`config.mk`:
```
export PLATFORM = sky130hd
export DESIGN_NAME = ram_dp_clr
export DESIGN_NICKNAME = d
export VERILOG_FILES = /design/src/rtl/ram_dp_clr.sv
export SDC_FILE = /design/constraint.sdc
export NUM_CORES = 1
export LEC_CHECK = 0
export CORE_ASPECT_RATIO = 0.7
export CORE_UTILIZATION = 30
export DETAILED_ROUTE_END_ITERATION = 16
export GPL_ROUTABILITY_DRIVEN = 0
export SLEW_MARGIN = 5
export SYNTH_ARGS = -nofsm -noshare
export SYNTH_HDL_FRONTEND = slang
export SYNTH_SLANG_ARGS = --single-unit
```
`constraint.sdc`:
```
create_clock -name clk -period 2.4 [get_ports clk]
set_input_delay 0.72 -clock clk [delete_from_list [all_inputs] [get_ports clk]]
set_output_delay 0.72 -clock clk [all_outputs]
set_load 0.02 [all_outputs]
```
`src/rtl/ram_dp_clr.sv`:
```
// Simple-dual-port synchronous RAM with registered read, hardware clear
// sequencer and out-of-range access trapping.
module ram_dp_clr #(
    parameter int data_width = 8,
    parameter int addr_width = 5,
    parameter int depth      = 32
) (
    input  logic                  clk,
    input  logic                  rst,
    input  logic                  clr,
    input  logic                  we,
    input  logic [addr_width-1:0] waddr,
    input  logic [data_width-1:0] wdata,
    input  logic                  re,
    input  logic [addr_width-1:0] raddr,
    output logic [data_width-1:0] rdata,
    output logic                  rvalid,
    output logic                  busy,
    output logic                  err
);

    typedef enum logic {
        CLEAR,
        IDLE
    } state_t;

    // One extra bit so depth == 2**addr_width is representable
    localparam logic [addr_width:0]   depth_w = (addr_width + 1)'(depth);
    localparam logic [addr_width-1:0] last    = addr_width'(depth - 1);

    state_t                state;
    logic [addr_width-1:0] cnt;
    logic [data_width-1:0] mem [depth];

    logic                  access;
    logic                  wr_ok;
    logic                  rd_ok;
    logic                  wr_hit;
    logic                  mem_we;
    logic [addr_width-1:0] mem_addr;
    logic [data_width-1:0] mem_data;

    assign access = (state == IDLE) && !clr;
    assign wr_ok  = {1'b0, waddr} < depth_w;
    assign rd_ok  = {1'b0, raddr} < depth_w;
    assign wr_hit = we && wr_ok && (waddr == raddr);

    // Single memory write port shared by the clear sequencer and user writes
    always_comb begin
        mem_we   = 1'b0;
        mem_addr = cnt;
        mem_data = '0;
        if (state == CLEAR) begin
            mem_we = 1'b1;
        end else if (access && we && wr_ok) begin
            mem_we   = 1'b1;
            mem_addr = waddr;
            mem_data = wdata;
        end
    end

    always_ff @(posedge clk) begin
        if (mem_we) begin
            mem[mem_addr] <= mem_data;
        end
    end

    always_ff @(posedge clk or posedge rst) begin
        if (rst) begin
            state  <= CLEAR;
            cnt    <= '0;
            rdata  <= '0;
            rvalid <= 1'b0;
            busy   <= 1'b1;
            err    <= 1'b0;
        end else begin
            rvalid <= 1'b0;
            err    <= 1'b0;
            unique case (state)
                CLEAR: begin
                    if (clr) begin
                        cnt <= '0;
                    end else if (cnt == last) begin
                        cnt   <= '0;
                        state <= IDLE;
                        busy  <= 1'b0;
                    end else begin
                        cnt <= cnt + addr_width'(1);
                    end
                end
                IDLE: begin
                    if (clr) begin
                        cnt   <= '0;
                        state <= CLEAR;
                        busy  <= 1'b1;
                    end else begin
                        err <= (we && !wr_ok) || (re && !rd_ok);
                        if (re) begin
                            rvalid <= 1'b1;
                            if (!rd_ok) begin
                                rdata <= '0;
                            end else if (wr_hit) begin
                                rdata <= wdata;
                            end else begin
                                rdata <= mem[raddr];
                            end
                        end
                    end
                end
                default: begin
                    state <= CLEAR;
                    cnt   <= '0;
                    busy  <= 1'b1;
                end
            endcase
        end
    end

endmodule

```
# == After elaboration in Yosys (flattened, before gate mapping) ==
# Memory sizes are Yosys's and may differ from the RTL's. A register that Yosys moved wholly into a read port is not among the register bits.
# Cells that the tools add are included.
# word_totals
ramBits,256
memories,1
out_inout_bits,11
word_cells,40
register_bits,8
# mem_list
memory,words,width,read_ports,rd_clocked_by_memory_dff,write_ports,line,rtl
mem,32,8,1,1,1,33,logic [data_width-1:0] mem [depth];
# classes
n_bitwise,2
n_eq_ne,4
add_sub_neg,1
reduce_logical,5
n_mux,23
# ops
op,count
5-bit two-way mux,5
8-bit two-way mux,2
1-bit two-way mux,13
5-bit case mux with 2 select lines,1
3-bit AND reduction,2
"5-bit by 1-bit adder with 5-bit output, second input constant",1
"5-bit == test, second input constant",1
"2-bit != test, second input constant",2
1-bit case mux with 2 select lines,2
1-bit logical AND,2
"2-bit by 1-bit != test with 1-bit output, second input constant",1
1-bit NOT,2
1-bit zero test,1

# == Depth between registers and ports, before layout ==
# logic_depth
word_depth,7
mapped_depth,9

# == Worst setup path before layout ==
# Ideal clock, no wire load.
# synth_timing
kind,input to register
from,input port raddr[0]
to,register rdata[3] (read register of mem)
t_arrival_ns,2.272
n_path_buf,2
setup_slack_ns,0.001
setup_time_ns,0.127
stages,7
cell_sequence,buf_6 buf_6 mux4_2 mux4_2 a21oi_1 or2_1 a31oi_1
# synth_rtl
item,line,rtl
from (decl),15,"input logic [addr_width-1:0] raddr,"
to (decl),16,"output logic [data_width-1:0] rdata,"

# == Worst setup path in the final report ==
# layout_timing
from,register rdata[2] (read register of mem)
to,output port rdata[2]
# No word-level cell between the ends.

==> impl_metrics.json <==
{
  "fin_crit_sh_pct": 96.32,
  "yosysSeqAreaShare_pct": 72.57,
  "synthFlopType": "edfxtp_1",
  "cts_root_buf": "clkbuf_16",
  "clk_pin_slew_worst_paths_ps": 70,
  "crit_path_cell_trace": "clkdlybuf4s50_1",
  "fmax_mhz": 432.6,
  "max-slew-margin-rel_pct": 52.45,
  "first_pass_iters": 5,
  "syn_to_final_growth_pct": 22.05,
  "finalHoldViolCount": 0,
  "endpoint_kind": "output pin",
  "avgSynthCellArea_um2": 18.24,
  "die_y_um": 163.3,
  "synth-warning-count": 0,
  "cp.required_ps": 1680,
  "synth_nets": 636,
  "core-area_um2": 36280,
  "place_ws_ps": -466.9,
  "num_rows": 58,
  "die_w_um": 232.4,
  "whs_path_depth": 2,
  "setup_viol": 0,
  "fin_crit_ps": 2312,
  "port_buffers": 32,
  "max_slew.worst_pin.slew_ps": 712.4,
  "cp.arrival_ps": 1590,
  "vias": 6065,
  "async_reset_ff_share_pct": 5.882,
  "min_path_type": "flop to flop",
  "stdcell_count": 1241,
  "drt_iter0_drc": 603,
  "critPathKind": "flop to output pin",
  "grt_pass1_vias": 5875,
  "cts-hold-fix-buffers": 0,
  "grt_max_degree": 34,
  "viasPerCell": 4.887,
  "reg2regPathDepth": 8,
  "floorplan.die_area_um2": 37940,
  "drive_gt1_share_pct": 28.25,
  "critPathMaxStageDelay_ps": 640,
  "rsz0062_at_grt": "no",
  "cp_top_family": "buffers and inverters",
  "synth_cells": 611,
  "path_max_fanout": 2,
  "path_buf_inv": 1,
  "grt_first_pass_wirelength_um": 38970,
  "antenna_cells": 0,
  "dp.cells": 1199,
  "hpwl_um": 18310,
  "grt_overflow": 0,
  "clock_sinks": 272,
  "pin_count": 34,
  "drcViolationCount": 0,
  "slowest_stage": "clkdlybuf4s50_1",
  "leakagePower_nw": 5.153,
  "worstSetupStartpointType": "flop",
  "setup_slack_ps": 88.33,
  "clk_latency_ps": 530,
  "wirelength_um": 26440,
  "antenna_found_initial": 0,
  "clockBufferDepth": 3,
  "ys_types": 47,
  "htreeDepth": 1,
  "synth_edf_count": 256,
  "num-nets-final": 771,
  "slew_viol_final": 0,
  "fin_util_pct": 37.49,
  "path_depth": 1,
  "synth_area_um2": 11150,
  "outcome": "completed",
  "cts_buffers": 25,
  "start_util_pct": 30.72,
  "p_per_area_nw_per_um2": 714.8,
  "cts_tree": "yes",
  "post_drt_wl_per_cell_um": 21.31,
  "fin_skew_ps": 15.33,
  "vdd_drop_max_v": 0.0004310,
  "ys_ff_latch": 272,
  "cap_violations": 0,
  "hold_slack_ps": 496.7,
  "grt_usage_pct": 14.05,
  "postRouteAntennaNets": 0
}
==> stage by stage <==
step	TNS (ps)	power, mW	area [um^2]
CTS	0	9.793	13600
detailed placement	-80660	5.915	12830
global route	0	10.00	13600
finish	0	9.724	13600
floorplan	0	5.640	11150
global placement	-76760	5.912	12830
==> path summary, 6_finish.rpt <==
kind,slack (ps),from,endpoint
max,90,rdata[2],rdata[2]
min,500,busy,busy
max reg2reg,360,state,mem[28][7]
min reg2reg,500,busy,busy
max in group asynchronous,1330,rst,rdata[0]
min in group asynchronous,600,rst,rdata[2]
==> state kept, by name, indices dropped and copies added (netlist names) <==
name / count
cnt: 5
state: 1
mem: 256
rvalid: 1
busy: 1
rdata: 8
==> where the power goes <==
part | internal [mW] | leakage, nW | switching (mW)
Combinational | 0.296 | 1.81 | 0.310
Sequential | 5.18 | 2.97 | 0.0314
Clock | 2.24 | 0.376 | 1.66
Total | 7.72 | 5.15 | 2.00
==> per-layer routing <==
metal	up-vias	global-route usage, %	part of all wire (%)
met3	35	4.609	8.5
met2	179	18.70	41
met1	3129	21.98	49
met5	-	0	0
met4	0	2.333	1.5
li1	2722	-	-
==> kinds of logic after synthesis <==
logic type,after synthesis,share of synthesized area (%)
buf+inv,37,2.346
fa+ha+maj,2,0.2245
simple gates,118,5.219
other cells,1,0.03364
mux,112,15.01
xor+xnor,5,0.3929
compound gates,64,4.209
flops,272,72.57
==> cells in the final DEF, fill, tap and decap left out, types with 2 or more instances in the layout <==
cell	netlist	final
edfxtp_1	256	256
a32oi_1	2	2
buf_4	9	93
mux4_2	37	37
nor3_1	2	2
clkbuf_1	7	10
nand2_1	23	23
bufinv_16	0	3
a221oi_1	8	8
mux2_2	32	32
a21oi_1	6	6
o22ai_1	21	21
buf_12	1	16
a221o_1	8	8
nand3b_1	6	6
clkbuf_16	0	25
inv_1	5	5
a31oi_1	5	5
clkdlybuf4s50_1	0	29
nand2b_1	3	3
and2_1	8	8
or3_1	5	5
o21bai_1	4	4
nor2b_1	4	4
a22o_1	4	4
a22oi_1	2	2
nand3_1	9	9
mux4_1	3	3
xor2_1	2	2
nor2_1	51	51
mux2i_1	40	40
clkinv_2	0	2
dfrtp_1	15	15
ha_1	2	2
xnor2_1	3	3
==> cells in the mapped netlist (6+ instances only) <==
master    count  area share [%]
edfxtp_1    256              69
nor2_1       51             1.7
mux2i_1      40             3.6
mux4_2       37             7.5
mux2_2       32             3.2
nand2_1      23            0.77
o22ai_1      21             1.2
dfrtp_1      15             3.4
buf_4         9            0.61
buf_6         9            0.91
nand3_1       9            0.40
a221o_1       8            0.72
a221oi_1      8            0.63
and2_1        8            0.45
clkbuf_1      7            0.24
a21oi_1       6            0.27
nand3b_1      6            0.40
==> layout make-up <==
type                       count  area, um^2
multi-input combinational    302        2798
fill                        3317       22680
sequential                   272        8089
clock buffer                  35       663.1
timing repair buffer         140        1323
clock inverter                 7       112.6
inverter                       5       18.77
tap                          480       600.6
==> what timing repair did <==
| item | in CTS | in global routing |
|---|---|---|
| pin swaps | 0 | 1 |
| resized for setup | 1 | 1 |
| buffers inserted | 0 | 0 |
| cloned | 0 | 0 |
| setup endpoints to repair | 1 | 3 |
| endpoints found under the hold margin | 0 | 0 |
No activity file was read; power rests on OpenSTA's default activity.
